$ cat config.mk
export PLATFORM = sky130hd
export DESIGN_NAME = mem_subword_rmw_flat
export DESIGN_NICKNAME = d
export VERILOG_FILES = /design/src/rtl/mem_subword_rmw_pkg.sv /design/src/rtl/mem_subword_rmw_if.sv /design/src/rtl/mem_subword_rmw_lane.sv /design/src/rtl/mem_subword_rmw.sv /design/src/flat_wrapper.sv
export SDC_FILE = /design/constraint.sdc
export NUM_CORES = 1
export LEC_CHECK = 0
export BUFFER_PORTS_ARGS = -buffer_cell sky130_fd_sc_hd__buf_2
export CORE_ASPECT_RATIO = 0.75
export CORE_MARGIN = 2
export CORE_UTILIZATION = 56
export DETAILED_ROUTE_END_ITERATION = 10
export GPL_TIMING_DRIVEN = 0
export PLACE_DENSITY = 0.87
export SLEW_MARGIN = 20
export SYNTH_ARGS = -nofsm -noshare
export SYNTH_HDL_FRONTEND = slang
export SYNTH_HIERARCHICAL = 1
export SYNTH_SLANG_ARGS = --single-unit
$ cat constraint.sdc
create_clock -name clk -period 6.99 [get_ports clk]
set_input_delay 1.7475 -clock clk [delete_from_list [all_inputs] [get_ports clk]]
set_output_delay 1.7475 -clock clk [all_outputs]
set_load 0.02 [all_outputs]
$ cat src/rtl/mem_subword_rmw_pkg.sv
// rtl/mem_subword_rmw_pkg.sv - shared size/state encodings and lane-offset width helper
package mem_subword_pkg;

  typedef enum logic [1:0] {
    SZ_WORD = 2'b00,
    SZ_HALF = 2'b01,
    SZ_BYTE = 2'b10,
    SZ_RSVD = 2'b11
  } size_e;

  typedef enum logic [2:0] {
    ST_IDLE = 3'd0,
    ST_RD   = 3'd1,
    ST_WAIT = 3'd2,
    ST_WR   = 3'd3,
    ST_RESP = 3'd4,
    ST_ERR  = 3'd5
  } state_e;

  // Number of byte-offset bits within one memory word.
  function automatic int lane_off_w(input int data_w);
    return $clog2(data_w / 8);
  endfunction

endpackage

$ cat src/rtl/mem_subword_rmw_if.sv
// rtl/mem_subword_rmw_if.sv - request/response and memory-side bus bundle
interface mem_subword_rmw_if #(
  parameter int DATA_W = 32,
  parameter int ADDR_W = 32
);
  logic              req_valid;
  logic              req_ready;
  logic              req_we;
  logic [1:0]        req_size;
  logic              req_signed;
  logic [ADDR_W-1:0] req_addr;
  logic [DATA_W-1:0] req_wdata;
  logic              resp_valid;
  logic              resp_err;
  logic [DATA_W-1:0] resp_rdata;
  logic [ADDR_W-1:0] mem_addr;
  logic              mem_rd;
  logic              mem_wr;
  logic [DATA_W-1:0] mem_wdata;
  logic [DATA_W-1:0] mem_rdata;

  modport slave (
    input  req_valid, req_we, req_size, req_signed, req_addr, req_wdata, mem_rdata,
    output req_ready, resp_valid, resp_err, resp_rdata, mem_addr, mem_rd, mem_wr, mem_wdata
  );

  modport master (
    output req_valid, req_we, req_size, req_signed, req_addr, req_wdata, mem_rdata,
    input  req_ready, resp_valid, resp_err, resp_rdata, mem_addr, mem_rd, mem_wr, mem_wdata
  );
endinterface

$ cat src/rtl/mem_subword_rmw_lane.sv
// rtl/mem_subword_rmw_lane.sv - combinational little-endian lane merge and sign/zero extract
module subword_lane_unit
  import mem_subword_pkg::*;
#(
  parameter int DATA_W = 32,
  parameter int OFF_W  = lane_off_w(DATA_W)
) (
  input  logic [DATA_W-1:0] word_i,
  input  logic [DATA_W-1:0] wdata_i,
  input  logic [OFF_W-1:0]  off_i,
  input  size_e             size_i,
  input  logic              signed_i,
  output logic [DATA_W-1:0] merged_o,
  output logic [DATA_W-1:0] extended_o
);
  logic [OFF_W+2:0] byte_pos;
  logic [OFF_W+2:0] half_pos;
  logic [7:0]       lane_b;
  logic [15:0]      lane_h;

  // Half position ignores off[0] so the slice never runs past the word.
  assign byte_pos = {off_i, 3'b000};
  assign half_pos = {off_i[OFF_W-1:1], 4'b0000};
  assign lane_b   = word_i[byte_pos +: 8];
  assign lane_h   = word_i[half_pos +: 16];

  always_comb begin
    merged_o = word_i;
    case (size_i)
      SZ_BYTE: merged_o[byte_pos +: 8]  = wdata_i[7:0];
      SZ_HALF: merged_o[half_pos +: 16] = wdata_i[15:0];
      default: merged_o = wdata_i;
    endcase
  end

  always_comb begin
    extended_o = word_i;
    case (size_i)
      SZ_BYTE: extended_o = {{(DATA_W-8){signed_i & lane_b[7]}}, lane_b};
      SZ_HALF: extended_o = {{(DATA_W-16){signed_i & lane_h[15]}}, lane_h};
      default: extended_o = word_i;
    endcase
  end
endmodule

$ cat src/rtl/mem_subword_rmw.sv
// rtl/mem_subword_rmw.sv - single-outstanding load/store unit with sub-word read-modify-write; MISALIGN_TRAP_EN enables error trapping
module mem_subword_rmw
  import mem_subword_pkg::*;
#(
  parameter int DATA_W  = 32,
  parameter int ADDR_W  = 32,
  parameter int MEM_LAT = 1
) (
  input logic           clk,
  input logic           reset,
  mem_subword_rmw_if.slave bus
);
  localparam int         OFF_W = lane_off_w(DATA_W);
  localparam logic [2:0] IDLE  = 3'(ST_IDLE);
  localparam logic [2:0] RD    = 3'(ST_RD);
  localparam logic [2:0] WAIT  = 3'(ST_WAIT);
  localparam logic [2:0] WR    = 3'(ST_WR);
  localparam logic [2:0] RESP  = 3'(ST_RESP);
  localparam logic [2:0] ERR   = 3'(ST_ERR);
  localparam logic [2:0] LAST  = 3'(MEM_LAT - 1);

  logic [2:0]              state_q, state_d;
  logic [2:0]              cnt_q, cnt_d;
  logic [DATA_W-1:0]       word_q, word_d;
  logic [ADDR_W-OFF_W-1:0] waddr_q;
  logic [OFF_W-1:0]        off_q;
  size_e                   size_q;
  logic                    we_q, sgn_q;
  logic [DATA_W-1:0]       wdata_q;

  logic             accept, bad_in;
  logic [OFF_W-1:0] off_in, off_acc;
  size_e            size_in, size_acc;
  logic [DATA_W-1:0] merged, extended;

  assign accept  = bus.req_valid && (state_q == IDLE);
  assign off_in  = bus.req_addr[OFF_W-1:0];
  assign size_in = size_e'(bus.req_size);

  always_comb begin
    bad_in   = 1'b0;
    size_acc = size_in;
    off_acc  = off_in;
`ifdef MISALIGN_TRAP_EN
    bad_in = (size_in == SZ_RSVD) || (size_in == SZ_HALF && off_in[0]) ||
             (size_in == SZ_WORD && off_in != '0);
`else
    // Without trapping, offset bits finer than the access size are dropped.
    if (size_in == SZ_RSVD) size_acc = SZ_WORD;
    if (size_acc == SZ_WORD) off_acc = '0;
    else if (size_acc == SZ_HALF) off_acc = {off_in[OFF_W-1:1], 1'b0};
`endif
  end

  always_comb begin
    state_d = state_q;
    cnt_d   = cnt_q;
    word_d  = word_q;
    case (state_q)
      IDLE: if (accept) begin
        if (bad_in) state_d = ERR;
        else if (bus.req_we && size_acc == SZ_WORD) state_d = WR;
        else state_d = RD;
      end
      RD: begin
        state_d = WAIT;
        cnt_d   = '0;
      end
      WAIT: if (cnt_q == LAST) begin
        word_d  = bus.mem_rdata;
        state_d = we_q ? WR : RESP;
      end else begin
        cnt_d = cnt_q + 3'd1;
      end
      WR:      state_d = RESP;
      default: state_d = IDLE;
    endcase
  end

  always_ff @(posedge clk or negedge reset) begin
    if (!reset) begin
      state_q <= IDLE;
      cnt_q   <= '0;
      word_q  <= '0;
      waddr_q <= '0;
      off_q   <= '0;
      size_q  <= SZ_WORD;
      we_q    <= 1'b0;
      sgn_q   <= 1'b0;
      wdata_q <= '0;
    end else begin
      state_q <= state_d;
      cnt_q   <= cnt_d;
      word_q  <= word_d;
      if (accept) begin
        waddr_q <= bus.req_addr[ADDR_W-1:OFF_W];
        off_q   <= off_acc;
        size_q  <= size_acc;
        we_q    <= bus.req_we;
        sgn_q   <= bus.req_signed;
        wdata_q <= bus.req_wdata;
      end
    end
  end

  subword_lane_unit #(.DATA_W(DATA_W), .OFF_W(OFF_W)) u_lane (
    .word_i     (word_q),
    .wdata_i    (wdata_q),
    .off_i      (off_q),
    .size_i     (size_q),
    .signed_i   (sgn_q),
    .merged_o   (merged),
    .extended_o (extended)
  );

  // Outputs decode straight from state so reset removes strobes immediately.
  assign bus.req_ready  = (state_q == IDLE);
  assign bus.mem_rd     = (state_q == RD);
  assign bus.mem_wr     = (state_q == WR);
  assign bus.mem_addr   = {waddr_q, {OFF_W{1'b0}}};
  assign bus.mem_wdata  = (state_q == WR) ? merged : '0;
  assign bus.resp_valid = (state_q == RESP) || (state_q == ERR);
  assign bus.resp_rdata = (state_q == RESP && !we_q) ? extended : '0;
`ifdef MISALIGN_TRAP_EN
  assign bus.resp_err   = (state_q == ERR);
`else
  assign bus.resp_err   = 1'b0;
`endif
endmodule

$ cat src/flat_wrapper.sv
// flat-port wrapper written by rule: the top's interface ports become plain ports
module mem_subword_rmw_flat import mem_subword_pkg::*;
#(
  parameter int DATA_W  = 32,
  parameter int ADDR_W  = 32,
  parameter int MEM_LAT = 1
)
  (clk, reset, bus_req_valid, bus_req_we, bus_req_size, bus_req_signed, bus_req_addr, bus_req_wdata, bus_mem_rdata, bus_req_ready, bus_resp_valid, bus_resp_err, bus_resp_rdata, bus_mem_addr, bus_mem_rd, bus_mem_wr, bus_mem_wdata);
  mem_subword_rmw_if #(.DATA_W(DATA_W), .ADDR_W(ADDR_W)) bus_i ();
  input logic clk;
  input logic reset;
  input wire logic [$bits(bus_i.req_valid)-1:0] bus_req_valid;
  input wire logic [$bits(bus_i.req_we)-1:0] bus_req_we;
  input wire logic [$bits(bus_i.req_size)-1:0] bus_req_size;
  input wire logic [$bits(bus_i.req_signed)-1:0] bus_req_signed;
  input wire logic [$bits(bus_i.req_addr)-1:0] bus_req_addr;
  input wire logic [$bits(bus_i.req_wdata)-1:0] bus_req_wdata;
  input wire logic [$bits(bus_i.mem_rdata)-1:0] bus_mem_rdata;
  output wire logic [$bits(bus_i.req_ready)-1:0] bus_req_ready;
  output wire logic [$bits(bus_i.resp_valid)-1:0] bus_resp_valid;
  output wire logic [$bits(bus_i.resp_err)-1:0] bus_resp_err;
  output wire logic [$bits(bus_i.resp_rdata)-1:0] bus_resp_rdata;
  output wire logic [$bits(bus_i.mem_addr)-1:0] bus_mem_addr;
  output wire logic [$bits(bus_i.mem_rd)-1:0] bus_mem_rd;
  output wire logic [$bits(bus_i.mem_wr)-1:0] bus_mem_wr;
  output wire logic [$bits(bus_i.mem_wdata)-1:0] bus_mem_wdata;
  assign bus_i.req_valid = bus_req_valid;
  assign bus_i.req_we = bus_req_we;
  assign bus_i.req_size = bus_req_size;
  assign bus_i.req_signed = bus_req_signed;
  assign bus_i.req_addr = bus_req_addr;
  assign bus_i.req_wdata = bus_req_wdata;
  assign bus_i.mem_rdata = bus_mem_rdata;
  assign bus_req_ready = bus_i.req_ready;
  assign bus_resp_valid = bus_i.resp_valid;
  assign bus_resp_err = bus_i.resp_err;
  assign bus_resp_rdata = bus_i.resp_rdata;
  assign bus_mem_addr = bus_i.mem_addr;
  assign bus_mem_rd = bus_i.mem_rd;
  assign bus_mem_wr = bus_i.mem_wr;
  assign bus_mem_wdata = bus_i.mem_wdata;
  mem_subword_rmw #(.DATA_W(DATA_W), .ADDR_W(ADDR_W), .MEM_LAT(MEM_LAT)) u_core (.clk(clk), .reset(reset), .bus(bus_i));
endmodule
==> results.ini <==
[flow_run]
drv_cap = 0

[global_routing]
grt_max_degree = 65
antenna_found_initial = 0
grt_pass1_vias = 5589
grt_first_pass_wirelength_um = 30140
grt.overflow.total = 0
grtUsageTotal_pct = 31.43

[timing]
fin_worst_skew_ps = 9.331
max_freq_mhz = 218.0
drv_slew = 0
min_period_ps = 4588
period_share_pct = 65.63
report.final.hold_viol_count = 0
max_slew_margin_pct = 22.95
rsz0062_at_grt = no
setup_viol = 0
hold-worst-slack_ps = 507.0
fin_tns_setup_ps = 0
tightest_slew_ps = 1145

[die]
die_width_um = 127.6
core_um2 = 11070
io_pins = 204
start_util_pct = 57.98
core.rowCount = 33
dieArea_um2 = 12340
die_h_um = 96.70

[yosys]
synthesis.area_um2 = 6416
ys_seq_area_share_pct = 41.34
ys_ff_latch = 106
yosysMostFrequentCell = dfrtp_1
synthesis.instances = 579
synthTopCellsByCount = 106 x dfrtp_1, 80 x mux2_2, 67 x and2_1, 43 x nand2_1, 30 x a221o_1
synth_top_cell_area_share_pct = 41.34
ys.flop_type = dfrtp_1
synth.distinct_cells = 54
synth_edf_count = 0
yosysWarnings = 6
syn_area_per_cell_um2 = 11.08
yosys-top-cells-area = dfrtp_1 41%, mux2_2 14%, and2_1 6.5%
async_flop_share_pct = 100.0
synth_top_area_cell = dfrtp_1

[cells_and_area]
seq_area_um2 = 2653
drive_gt1_share_pct = 45.74
area_growth_pct = 23.69
final_net_count = 907
stdcell_area_um2 = 7936
n_antenna_cell = 0
multi_input_comb_area_um2 = 3438
num-fill-cells = 832

[min_path]
holdPathStages = 1
whs_endpoint = u_core/waddr_q[5]$_DFFE_PN0P_
hp-class = flop to flop
min-delay-start = u_core/waddr_q[5]$_DFFE_PN0P_

[pwr]
power_density_nw_per_um2 = 502.3
p_leak_nw = 3.977
peakVddDrop_v = 0.0003049
power_w = 0.003986

[worst_setup_path]
endpoint_kind = primary output
cp_common_cell = buf_2
r2r_start = u_core/cnt_q[0]$_DFFE_PN0P_
worst-path-buf-inv = 5
critical_path.startpoint_type = flop
crit_arrival_ps = 2840
path_cells = buf_4 -> buf_2 -> inv_1 -> ha_1 -> nor4b_2 -> and3_1 -> buf_6 -> a221o_1 -> and2_1 -> buf_2
rr_worst_depth = 6
rrSetupSlack_ps = 4960
critPathSlowestCell = dfrtp_1
timing.rr.end = u_core/word_q[19]$_DFFE_PN0P_
critPathLaunch = u_core/off_q[1]$_DFFE_PN0P_
crit_path_max_incr_delay_ps = 400
path_class = flop to primary output
cp_max_fo = 10
critical_path.top_delay_family = buffers and inverters
cp.required_ps = 5240

[clock_tree]
holdBufCountCts = 0
clock-sinks = 106
clk_latency_ps = 350
cts_tree = built
root_buffer = clkbuf_16
clock_path_buffers = 2
post_cts_buffers = 0
cts_resized = 0
numCtsBuffers = 9
cts.clk_slew.worst_paths_ps = 80
ctsHtreeMaxLevel = 3

[detailed_routing]
drt-total-wl_um = 19200
dr.pass1.iters = 5
ant_nets = 0
drt_iter0_markers = 521
post_drt_wl_per_cell_um = 20.47
vias = 5567
drc = 0
viasPerCell = 5.935

[placed_design]
place_area_um2 = 7634
io_buffer_count = 200
dp_hpwl_um = 14820
place_congestion = 0.9870

[status]
status = finished clean

==> cell type report <==
class	count	area share, %
Tap cell	140	2.207
Buffer	42	3.626
Clock buffer	10	3.011
Inverter	12	0.5676
Sequential cell	106	33.42
Multi-Input combinational cell	421	43.32
Timing Repair Buffer	201	13.04
Clock inverter	6	0.8040
==> placed cells by master, fill, tap and decap left out, types with 4 or more instances in the layout <==
cell / n
a21boi_0: 8
a21oi_1: 4
a221o_1: 30
a22o_1: 8
a31oi_1: 8
and2_1: 67
and3_1: 5
and3b_1: 7
buf_2: 213
buf_4: 12
buf_6: 10
clkbuf_1: 7
clkbuf_16: 9
dfrtp_1: 106
ha_1: 11
inv_1: 11
mux2_2: 80
mux2_4: 21
mux2i_1: 23
nand2_1: 43
nand2b_1: 8
nand3_1: 17
nand4_1: 7
nor2_1: 14
nor2b_1: 5
o21ai_0: 16
==> per-layer routing <==
metal	track usage, %	routed length [um]	vias to the layer above
met5	0	0	-
met4	7.777	380	0
met1	44.78	8595	2714
met2	49.44	8515	297
met3	6.416	1712	41
li1	-	-	2515
==> metrics by stage <==
step	utilization [%]	std cells	setup WS [ps]
after floorplan	-	581	3159
after global placement	68.68	921	2800
after detailed placement	68.98	922	2809
after CTS	71.72	938	2428
after global routing	71.72	938	2255
final	71.72	938	2402
==> worst max-delay path by stage <==
stage / to / slack (ps) / cells past startpoint
2_1_floorplan: bus_mem_wdata[16] / 3160 / 9
3_3_place_gp: bus_mem_wdata[18] / 2800 / 10
3_5_place_dp: bus_mem_wdata[17] / 2810 / 10
4_1_cts: bus_mem_wdata[17] / 2430 / 10
5_1_grt: bus_mem_wdata[6] / 2250 / 9
6_report: bus_mem_wdata[17] / 2400 / 10
==> worst reg2reg max path, stage by stage, from the launching register on <==
cell	delay [ps]
dfrtp_1	440
inv_1	80
ha_1	170
nand2b_1	190
nor3_4	370
buf_4	300
mux2_2	360
==> state kept, by name, summed over array words and instances, names as in the netlist <==
register,flops
u_core/wdata_q,32
u_core/word_q,32
u_core/sgn_q,1
u_core/cnt_q,3
u_core/off_q,2
u_core/state_q,3
u_core/we_q,1
u_core/waddr_q,30
u_core/size_q,2
==> cells by family (layout without fill, tap and decap cells) <==
kind of cell             count (synthesis)  after routing  share of synthesized area (%)
AND/OR/NAND/NOR                        187            187                          16.65
multiplexers                           125            125                          22.72
flip-flops                             106            106                          41.34
AO/OA/AOI/OAI                           95             95                          11.90
buffers and inverters                   54            271                          5.187
adder cells (fa/ha/maj)                 11             11                          2.145
other                                    1              3                        0.05845
==> power by group <==
part | leakage [nW] | switching, W | total, W | internal, W
sequential | 1.26 | 0.000403 | 0.00132 | 0.000921
clock | 0.146 | 0.000253 | 0.000515 | 0.000263
combinational | 2.57 | 0.00110 | 0.00215 | 0.00105
(Power assumes the default switching activity.)
